<file path="src/rtl/uart_rx.sv">
// uart_rx -- receive half of the UART.
//
// The serial line is oversampled at 16x the selected baud rate. Each frame is
// a start bit, 8 data bits LSB first, an optional parity bit and one stop bit.
// The received byte and its error flags are presented with a one-cycle done
// pulse and held until the next completed frame.
//
// Parameters
//   CLK_HZ       system clock frequency in Hz
// Ports
//   clk          system clock, rising edge
//   rst          synchronous active-high reset
//   rx_in        serial line, idles high, asynchronous to clk
//   baud_rate    00=2400, 01=4800, 10=9600, 11=19200 baud
//   parity_type  00=none, 01=odd, 10=even, 11=none
//   data_out     last received byte
//   rx_done      one-cycle pulse when a frame completes
//   parity_err   parity mismatch in the last frame (0 when parity is off)
//   frame_err    stop bit of the last frame sampled low
//   rx_active    high while a frame is being received
module uart_rx #(
  parameter int unsigned CLK_HZ = 1_843_200
) (
  input  logic       clk,
  input  logic       rst,
  input  logic       rx_in,
  input  logic [1:0] baud_rate,
  input  logic [1:0] parity_type,
  output logic [7:0] data_out,
  output logic       rx_done,
  output logic       parity_err,
  output logic       frame_err,
  output logic       rx_active
);

  // Clocks per 16x oversampling tick for each baud rate.
  localparam int unsigned DIV_2400  = CLK_HZ / (2400  * 16);
  localparam int unsigned DIV_4800  = CLK_HZ / (4800  * 16);
  localparam int unsigned DIV_9600  = CLK_HZ / (9600  * 16);
  localparam int unsigned DIV_19200 = CLK_HZ / (19200 * 16);

  typedef enum logic [2:0] {
    S_IDLE,
    S_START,
    S_DATA,
    S_PARITY,
    S_STOP
  } state_t;

  // Registers
  logic [1:0]  r_sync;
  state_t      r_state;
  logic [15:0] r_div_cnt;
  logic [3:0]  r_sample;
  logic [2:0]  r_bit;
  logic [7:0]  r_shift;
  logic [1:0]  r_baud;
  logic [1:0]  r_parity;
  logic        r_perr_pend;
  logic [7:0]  r_data;
  logic        r_perr;
  logic        r_ferr;
  logic        r_done;

  // Next-state values
  state_t      w_state_next;
  logic [15:0] w_div_cnt_next;
  logic [3:0]  w_sample_next;
  logic [2:0]  w_bit_next;
  logic [7:0]  w_shift_next;
  logic [1:0]  w_baud_next;
  logic [1:0]  w_parity_next;
  logic        w_perr_pend_next;
  logic [7:0]  w_data_next;
  logic        w_perr_next;
  logic        w_ferr_next;
  logic        w_done_next;

  logic        w_rxs;
  logic        w_par_en;
  logic [15:0] w_div_m1;
  logic        w_tick;
  logic        w_bit_end;

  assign w_rxs    = r_sync[1];
  assign w_par_en = (r_parity == 2'b01) || (r_parity == 2'b10);

  // Baud selection uses the value latched at the start edge, so a change on
  // baud_rate mid-frame has no effect until the next frame.
  always_comb begin
    w_div_m1 = 16'(DIV_9600 - 1);
    case (r_baud)
      2'b00: w_div_m1 = 16'(DIV_2400  - 1);
      2'b01: w_div_m1 = 16'(DIV_4800  - 1);
      2'b10: w_div_m1 = 16'(DIV_9600  - 1);
      2'b11: w_div_m1 = 16'(DIV_19200 - 1);
      default: w_div_m1 = 16'(DIV_9600 - 1);
    endcase
  end

  // The divider is held at 0 in IDLE so the first tick lands DIV clocks after
  // the start edge was seen.
  assign w_tick    = (r_state != S_IDLE) && (r_div_cnt == w_div_m1);
  // Last tick of a 16-tick bit period (sample counter wraps 15 -> 0).
  assign w_bit_end = w_tick && (r_sample == 4'd15);

  always_ff @(posedge clk) begin
    if (rst) begin
      r_sync      <= 2'b11;
      r_state     <= S_IDLE;
      r_div_cnt   <= '0;
      r_sample    <= '0;
      r_bit       <= '0;
      r_shift     <= '0;
      r_baud      <= '0;
      r_parity    <= '0;
      r_perr_pend <= 1'b0;
      r_data      <= '0;
      r_perr      <= 1'b0;
      r_ferr      <= 1'b0;
      r_done      <= 1'b0;
    end else begin
      r_sync      <= {r_sync[0], rx_in};
      r_state     <= w_state_next;
      r_div_cnt   <= w_div_cnt_next;
      r_sample    <= w_sample_next;
      r_bit       <= w_bit_next;
      r_shift     <= w_shift_next;
      r_baud      <= w_baud_next;
      r_parity    <= w_parity_next;
      r_perr_pend <= w_perr_pend_next;
      r_data      <= w_data_next;
      r_perr      <= w_perr_next;
      r_ferr      <= w_ferr_next;
      r_done      <= w_done_next;
    end
  end

  always_comb begin
    w_state_next     = r_state;
    w_div_cnt_next   = r_div_cnt;
    w_sample_next    = r_sample;
    w_bit_next       = r_bit;
    w_shift_next     = r_shift;
    w_baud_next      = r_baud;
    w_parity_next    = r_parity;
    w_perr_pend_next = r_perr_pend;
    w_data_next      = r_data;
    w_perr_next      = r_perr;
    w_ferr_next      = r_ferr;
    w_done_next      = 1'b0;

    if (r_state == S_IDLE) begin
      w_div_cnt_next = '0;
    end else if (w_tick) begin
      w_div_cnt_next = '0;
    end else begin
      w_div_cnt_next = r_div_cnt + 16'd1;
    end

    if (w_tick) begin
      w_sample_next = r_sample + 4'd1;
    end

    case (r_state)
      S_IDLE: begin
        if (!w_rxs) begin
          w_state_next     = S_START;
          w_sample_next    = '0;
          w_bit_next       = '0;
          w_baud_next      = baud_rate;
          w_parity_next    = parity_type;
          w_perr_pend_next = 1'b0;
        end
      end

      S_START: begin
        // Seventh tick after the edge is mid start bit.
        if (w_tick && (r_sample == 4'd6)) begin
          if (w_rxs) begin
            w_state_next = S_IDLE;
          end else begin
            w_sample_next = '0;
            w_state_next  = S_DATA;
          end
        end
      end

      S_DATA: begin
        if (w_bit_end) begin
          w_shift_next = {w_rxs, r_shift[7:1]};
          w_bit_next   = r_bit + 3'd1;
          if (r_bit == 3'd7) begin
            w_state_next = w_par_en ? S_PARITY : S_STOP;
          end
        end
      end

      S_PARITY: begin
        if (w_bit_end) begin
          if (r_parity == 2'b10) begin
            w_perr_pend_next = (^r_shift) != w_rxs;
          end else begin
            w_perr_pend_next = (~^r_shift) != w_rxs;
          end
          w_state_next = S_STOP;
        end
      end

      S_STOP: begin
        // Leaving at mid-stop keeps the following start edge visible to IDLE
        // for back-to-back frames.
        if (w_bit_end) begin
          w_data_next  = r_shift;
          w_perr_next  = r_perr_pend;
          w_ferr_next  = !w_rxs;
          w_done_next  = 1'b1;
          w_state_next = S_IDLE;
        end
      end

      default: begin
        w_state_next = S_IDLE;
      end
    endcase
  end

  assign data_out   = r_data;
  assign rx_done    = r_done;
  assign parity_err = r_perr;
  assign frame_err  = r_ferr;
  assign rx_active  = (r_state != S_IDLE);

endmodule

</file>
<file path="config.mk">
export PLATFORM = sky130hd
export DESIGN_NAME = uart_rx
export DESIGN_NICKNAME = d
export VERILOG_FILES = /design/src/rtl/uart_rx.sv
export SDC_FILE = /design/constraint.sdc
export NUM_CORES = 1
export LEC_CHECK = 0
export ABC_AREA = 0
export CAP_MARGIN = 0
export CORE_ASPECT_RATIO = 1.2
export CORE_MARGIN = 5
export CORE_UTILIZATION = 57
export DETAILED_ROUTE_END_ITERATION = 10
export PLACE_DENSITY = 0.78
export SLEW_MARGIN = 20
export SYNTH_ARGS = -nofsm -noshare
export SYNTH_HDL_FRONTEND = slang
export SYNTH_SLANG_ARGS = --single-unit
</file>
<file path="constraint.sdc">
create_clock -name clk -period 2.65 [get_ports clk]
set_input_delay 0.3975 -clock clk [delete_from_list [all_inputs] [get_ports clk]]
set_output_delay 0.3975 -clock clk [all_outputs]
set_load 0.1 [all_outputs]
</file>
==> results of run 1 <==
## cells in the final DEF (no fill, tap or decap), types with 6 or more instances in the layout
cell	count
xnor2_1	15
ha_1	6
inv_1	10
nand3_1	15
a21oi_1	18
mux2i_1	10
buf_4	17
nand2_1	30
and3_1	6
dfxtp_1	52
nor2_1	42
xor2_1	11
clkdlybuf4s50_1	6
## synthesized netlist by cell type (2+ instances only)
cell	number	area, um^2
or3_1	2	12.5
or2_2	3	18.8
ha_1	6	75.1
inv_1	10	37.5
xor2_1	11	96.3
nand4_1	4	25.0
dfxtp_1	52	1040
o211ai_1	3	22.5
and3_1	6	37.5
xnor2_1	15	131
buf_4	3	22.5
nand2_1	30	113
mux2i_1	10	100
a211o_1	2	17.5
nand3_1	15	75.1
o21ai_0	2	10.0
nand3_2	2	20.0
clkbuf_1	10	37.5
nor3_1	3	15.0
nand2b_1	3	18.8
nor4_1	2	12.5
nor2_1	42	158
a21oi_1	18	90.1
## area by class of cell
| cell class | count | area, um^2 |
|---|---|---|
| flip-flops and latches | 52 | 1040 |
| clock inverters | 3 | 42.5 |
| multi-input cells | 203 | 1280 |
| fillers | 349 | 1460 |
| inverters | 10 | 37.5 |
| well taps | 56 | 70.1 |
| clock buffers | 5 | 68.8 |
| repair buffers | 23 | 188 |
## power by group through the flow
| stage | Clock [mW] | Combinational (mW) | Sequential [mW] |
|---|---|---|---|
| global route | 0.587 | 0.131 | 0.804 |
| CTS | 0.546 | 0.121 | 0.802 |
| global placement | 0 | 0.120 | 0.820 |
| detailed placement | 0 | 0.121 | 0.821 |
| finish | 0.527 | 0.120 | 0.802 |
| floorplan | 0 | 0.0975 | 0.813 |
## routing by layer
layer	track usage, %	routed length (um)
met5	0	0
met1	20.0	1970
met2	30.0	2210
met3	4.16	163
met4	7.85	86
## registers in the layout, summed over array words and instances, names as in the netlist, 3 cells and up
| name | cells |
|---|---|
| r_state | 3 |
| data_out | 8 |
| r_sample | 4 |
| r_div_cnt | 16 |
| r_shift | 8 |
| r_bit | 3 |
## worst max path at each step
stage	endpoint	slack, ns	depth (start not counted)
after floorplan	r_state[0]$_SDFFE_PP0P_	0.57	8
after global placement	r_bit[1]$_SDFFE_PP0P_	0.49	6
after detailed placement	r_bit[1]$_SDFFE_PP0P_	0.41	6
after CTS	r_bit[1]$_SDFFE_PP0P_	0.40	6
after global routing	r_bit[2]$_SDFFE_PP0P_	0.19	6
final	r_bit[1]$_SDFFE_PP0P_	0.40	6
## kinds of logic (layout without fill, tap and decap cells)
kind of cell	count (synthesis)	count (layout)	share of synthesized area [%]
muxes	10	10	4.11
xor gates and xnor gates	26	26	9.35
and+or+nand+nor	121	121	24.4
adders and majority gates	6	6	3.08
DFF	52	52	42.8
AOI/OAI and AO/OA	40	40	11.7
buffers and inverters	25	41	4.68
## metrics by stage
step	utilization (%)	hold WS, ns	area [um^2]	instances	power [mW]
final	65.1	0.426	2730	352	1.45
after global placement	62.5	0.397	2620	344	0.940
after CTS	65.1	0.431	2730	352	1.47
after detailed placement	62.5	0.404	2620	344	0.941
after global routing	65.1	0.443	2730	352	1.52
after floorplan	-	0.389	2430	280	0.910
==> run_results.csv, run 1 <==
group,metric,value,unit
min_path,hold_depth,1,
die,core-area,4200,um^2
global_route,grt_pass1_wl,7.97,mm
status,status,"complete, no violations",
logic_synthesis,synthCells,280,
worst_setup_path,r2r_start,"r_div_cnt[9]$_SDFF_PP0_",
clock_tree,cts_made_buffers,5,
clock_tree,postCtsHoldBufs,0,
routing,drc,0,
worst_setup_path,cp.required,2.89,ns
clock_tree,clockRootBuffer,"clkbuf_8",
worst_setup_path,critPathMaxFanout,10,
timing,relSlewSlack,72.3,%
die,fp.dieW,69.7,um
logic_synthesis,ys.flop_type,"dfxtp_1",
pwr,power_switching,0.337,mW
clock_tree,ctsLongestPathBuffers,2,
pwr,power_density,531,nW/um^2
worst_setup_path,reg2reg_to,"r_bit[1]$_SDFFE_PP0P_",
routing,via_per_inst,5.46,
pwr,leakagePower,0.987,nW
min_path,min_to,"r_sync[1]$_SDFF_PP1_",
logic_synthesis,ys_types,49,
timing,worst_pin_slew,0.415,ns
die,die_area,5680,um^2
die,rows,26,
final_layout,synthToLayoutAreaGrowth,12.2,%
flow_run,drv_cap,0,
worst_setup_path,critPathKind,"flop to flop",
worst_setup_path,critPathMostFrequentCell,"and3_1",
worst_setup_path,critical_path_buf_inv_count,0,
clock_tree,cts_setup_buffers,0,
timing,grt_setup_unrepaired,"false",
logic_synthesis,synthesis.area_per_instance,8.70,um^2
timing,setup_tns,0,ns
pwr,p_clk_share,36.4,%
timing,fin_skew,0.00788,ns
logic_synthesis,synth-edff-count,0,
global_route,track_usage,17.1,%
placement,hpwl,3.22,mm
routing,drtIter0Drc,136,
logic_synthesis,ys_seq_elements,52,
clock_tree,worstSkewPairLatency,0.30,ns
worst_setup_path,slowest_stage,"or4_4",
worst_setup_path,ff2ff_setup_slack,0.40,ns
worst_setup_path,ff2ff_path_depth,6,
final_layout,drive_gt1_share,13.2,%
global_route,grt_max_degree,32,
worst_setup_path,crit_path_start_kind,"flop",
worst_setup_path,cpPeakStageDelay,0.56,ns
clock_tree,cts_tree,"yes",
routing,wl_per_cell,12.6,um
placement,gp_congestion,0.846,
logic_synthesis,async_flop_share,0,%
pwr,ir_worst_vdd,381,uV
timing,max_freq,445,MHz
clock_tree,htree_levels,2,
global_route,grt-ovfl-total,0,
placement,place_ws,0.408,ns
min_path,worstHoldPathType,"flop to flop",
worst_setup_path,crit_family,"simple AND/OR/NAND/NOR gates",
routing,drtPass1Iterations,4,
die,fp.dieH,81.6,um
global_route,grt_pass1_vias,1871,
pwr,p_sw_share,23.2,%
routing,antenna_left,0,
worst_setup_path,crit_start,"r_div_cnt[9]$_SDFF_PP0_",
worst_setup_path,crit_chain,"or4_4 -> nor4_4 -> and3_1 -> and3_1 -> o211ai_1 -> a21oi_1",
timing,finalCritPeriodShare,84.9,%
min_path,hold_start,"r_sync[0]$_SDFF_PP1_",
logic_synthesis,ys_seq_area_share,42.8,%
routing,totalWireLength,4.43,mm
timing,setup_ws,0.401,ns
worst_setup_path,endpoint_kind,"flop",
pwr,p_int,1.11,mW
final_layout,diodes,0,
logic_synthesis,synth_nets,293,
logic_synthesis,synthesis.area,2430,um^2
clock_tree,cts_resized,0,
logic_synthesis,yosys_warnings,0,
final_layout,final_nets,308,
pwr,power_frac_comb,8.3,%
pwr,power_frac_seq,55.3,%
worst_setup_path,arrival,2.49,ns
global_route,antenna_found_initial,0,
timing,setup_violations,0,
die,initial_core_util,58.0,%
clock_tree,clock_sinks,52,
timing,maxSlewViolCount,0,
clock_tree,clk_pin_slew,0.09,ns
routing,vias,1923,
die,ios,19,
timing,period_minus_slack,2.25,ns
placement,port_buffers,18,
timing,hold_viol,0,
(Power assumes the default switching activity.)
==> run 2: changes to the inputs <==
==> constraint.sdc (replaced) <==
create_clock -name clk -period 2.2 [get_ports clk]
set_input_delay 0.33 -clock clk [delete_from_list [all_inputs] [get_ports clk]]
set_output_delay 0.33 -clock clk [all_outputs]
set_load 0.1 [all_outputs]
==> run 2 against run 1 <==
  * Combinational power is 38% higher
  * Clock-buffer cell count stayed put
  * Hold slack got worse by 0.019 ns
  * Clock power rose by 8.7%
  * Final cell count increased by 3.4%
  * Sequential power is 21% higher
  * Via count increased by 2.9%
  * First-iteration DRC count decreased by 21%
  * Critical path type unchanged
  * Highest routed layer unchanged
==> run_results.csv, run 2 (synthesis results as in run 1) <==
group,metric,value,unit
status,status,"complete, no violations",
timing,setup_violations,0,
clock_tree,worstSkewPairLatency,0.32,ns
timing,worst_pin_slew,0.405,ns
clock_tree,cts_tree,"yes",
clock_tree,clk_pin_slew,0.11,ns
die,fp.dieW,69.7,um
routing,vias,1979,
timing,fin_skew,0.0129,ns
routing,antenna_left,0,
flow_run,drv_cap,0,
worst_setup_path,critPathKind,"flop to flop",
worst_setup_path,ff2ff_path_depth,7,
routing,drtPass1Iterations,4,
placement,place_ws,0.0834,ns
worst_setup_path,cp.required,2.42,ns
final_layout,multi_input_area,1320,um^2
routing,drc,0,
final_layout,final_common_cell,"dfxtp_1",
timing,grt_setup_unrepaired,"true",
pwr,power_density,588,nW/um^2
worst_setup_path,crit_chain,"or4_4 -> a221oi_4 -> nand3_4 -> nor3_4 -> clkbuf_16 -> mux2i_1 -> nor2_1",
pwr,leakagePower,1.06,nW
timing,setup_ws,0.0921,ns
placement,port_buffers,18,
die,core-area,4200,um^2
worst_setup_path,critPathMaxFanout,5,
routing,totalWireLength,4.83,mm
routing,via_per_inst,5.44,
global_route,grt_pass1_wl,8.36,mm
clock_tree,ctsLongestPathBuffers,2,
min_path,hold_start,"r_sync[0]$_SDFF_PP1_",
worst_setup_path,crit_path_start_kind,"flop",
global_route,grt_max_degree,28,
placement,gp_congestion,0.844,
worst_setup_path,r2r_start,"r_div_cnt[6]$_SDFF_PP0_",
placement,hpwl,3.50,mm
die,initial_core_util,58.0,%
timing,period_minus_slack,2.11,ns
final_layout,drive_gt1_share,18.2,%
min_path,hold_depth,1,
clock_tree,cts_made_buffers,5,
die,ios,19,
timing,hold_viol,0,
worst_setup_path,endpoint_kind,"flop",
worst_setup_path,cpPeakStageDelay,0.54,ns
global_route,track_usage,18.3,%
clock_tree,postCtsHoldBufs,0,
final_layout,diodes,0,
clock_tree,htree_levels,2,
clock_tree,clock_sinks,52,
final_layout,final_nets,320,
final_layout,largest_reg_flops,16,
worst_setup_path,slowest_stage,"or4_4",
die,die_area,5680,um^2
die,fp.dieH,81.6,um
min_path,worstHoldPathType,"flop to flop",
global_route,grt_pass1_vias,1916,
timing,max_freq,474,MHz
pwr,ir_worst_vdd,425,uV
final_layout,regArea,1050,um^2
global_route,grt-ovfl-total,0,
worst_setup_path,crit_start,"r_div_cnt[6]$_SDFF_PP0_",
routing,drtIter0Drc,108,
final_layout,top_register,"r_div_cnt",
timing,maxSlewViolCount,0,
timing,relSlewSlack,72.8,%
final_layout,layout_common_cells,"dfxtp_1, nor2_1, nand2_1",
global_route,antenna_found_initial,0,
clock_tree,clockRootBuffer,"clkbuf_8",
worst_setup_path,arrival,2.32,ns
timing,whs,0.407,ns
final_layout,fillers,315,
timing,finalCritPeriodShare,95.8,%
final_layout,synthToLayoutAreaGrowth,19.1,%
routing,wl_per_cell,13.3,um
die,rows,26,
final_layout,layout.cells.non_filler,364,
placement,post-place-cells,352,
-- run 2: worst paths after layout --
path | endpoint | slack (ns)
min | r_sync[1]$_SDFF_PP1_ | 0.41
max | data_out[2]$_SDFFE_PP0P_ | 0.09
max reg2reg | data_out[2]$_SDFFE_PP0P_ | 0.09
min reg2reg | r_sync[1]$_SDFF_PP1_ | 0.41
-- run 2: layer usage --
metal	GRT usage, %	share of wire [%]
met5	0	0
met4	10.9	2.9
met3	3.55	2.9
met2	34.3	53
met1	19.3	41
-- run 2: cell type report --
type	count	share of cell area, %
inverter	10	1.29
tap	56	2.42
multi-input combinational	203	45.4
clock inverter	3	0.863
sequential	52	36.1
timing repair buffer	35	11.5
clock buffer	5	2.37
-- run 2: through the flow --
stage	total power [mW]	util [%]	instance area (um^2)	TNS (ns)
finish	1.71	69.1	2900	0
global route	1.78	69.1	2900	-0.143
detailed placement	1.15	64.8	2720	0
CTS	1.72	67.0	2810	0
floorplan	1.10	-	2430	0
global placement	1.15	64.8	2720	0
-- run 2: report_power, final --
part           leakage [nW]  internal [mW]  total [mW]  switching, mW
sequential            0.421          0.951       0.967         0.0157
clock                0.0452          0.232       0.573          0.340
combinational         0.593         0.0697       0.166         0.0967
-- run 2: timing repair --
item,in CTS,in global routing
gates resized for setup,0,10
buffers inserted,0,3
setup endpoints to repair,0,20
-- run 2: critical path: cells and delay by family, from the launching register on --
| kind | cells | cell delay [ns] |
|---|---|---|
| AO/OA/AOI/OAI | 1 | 0.25 |
| buffers and inverters | 1 | 0.21 |
| flip-flops | 1 | 0.32 |
| AND/OR/NAND/NOR | 4 | 1.03 |
| multiplexers | 1 | 0.19 |
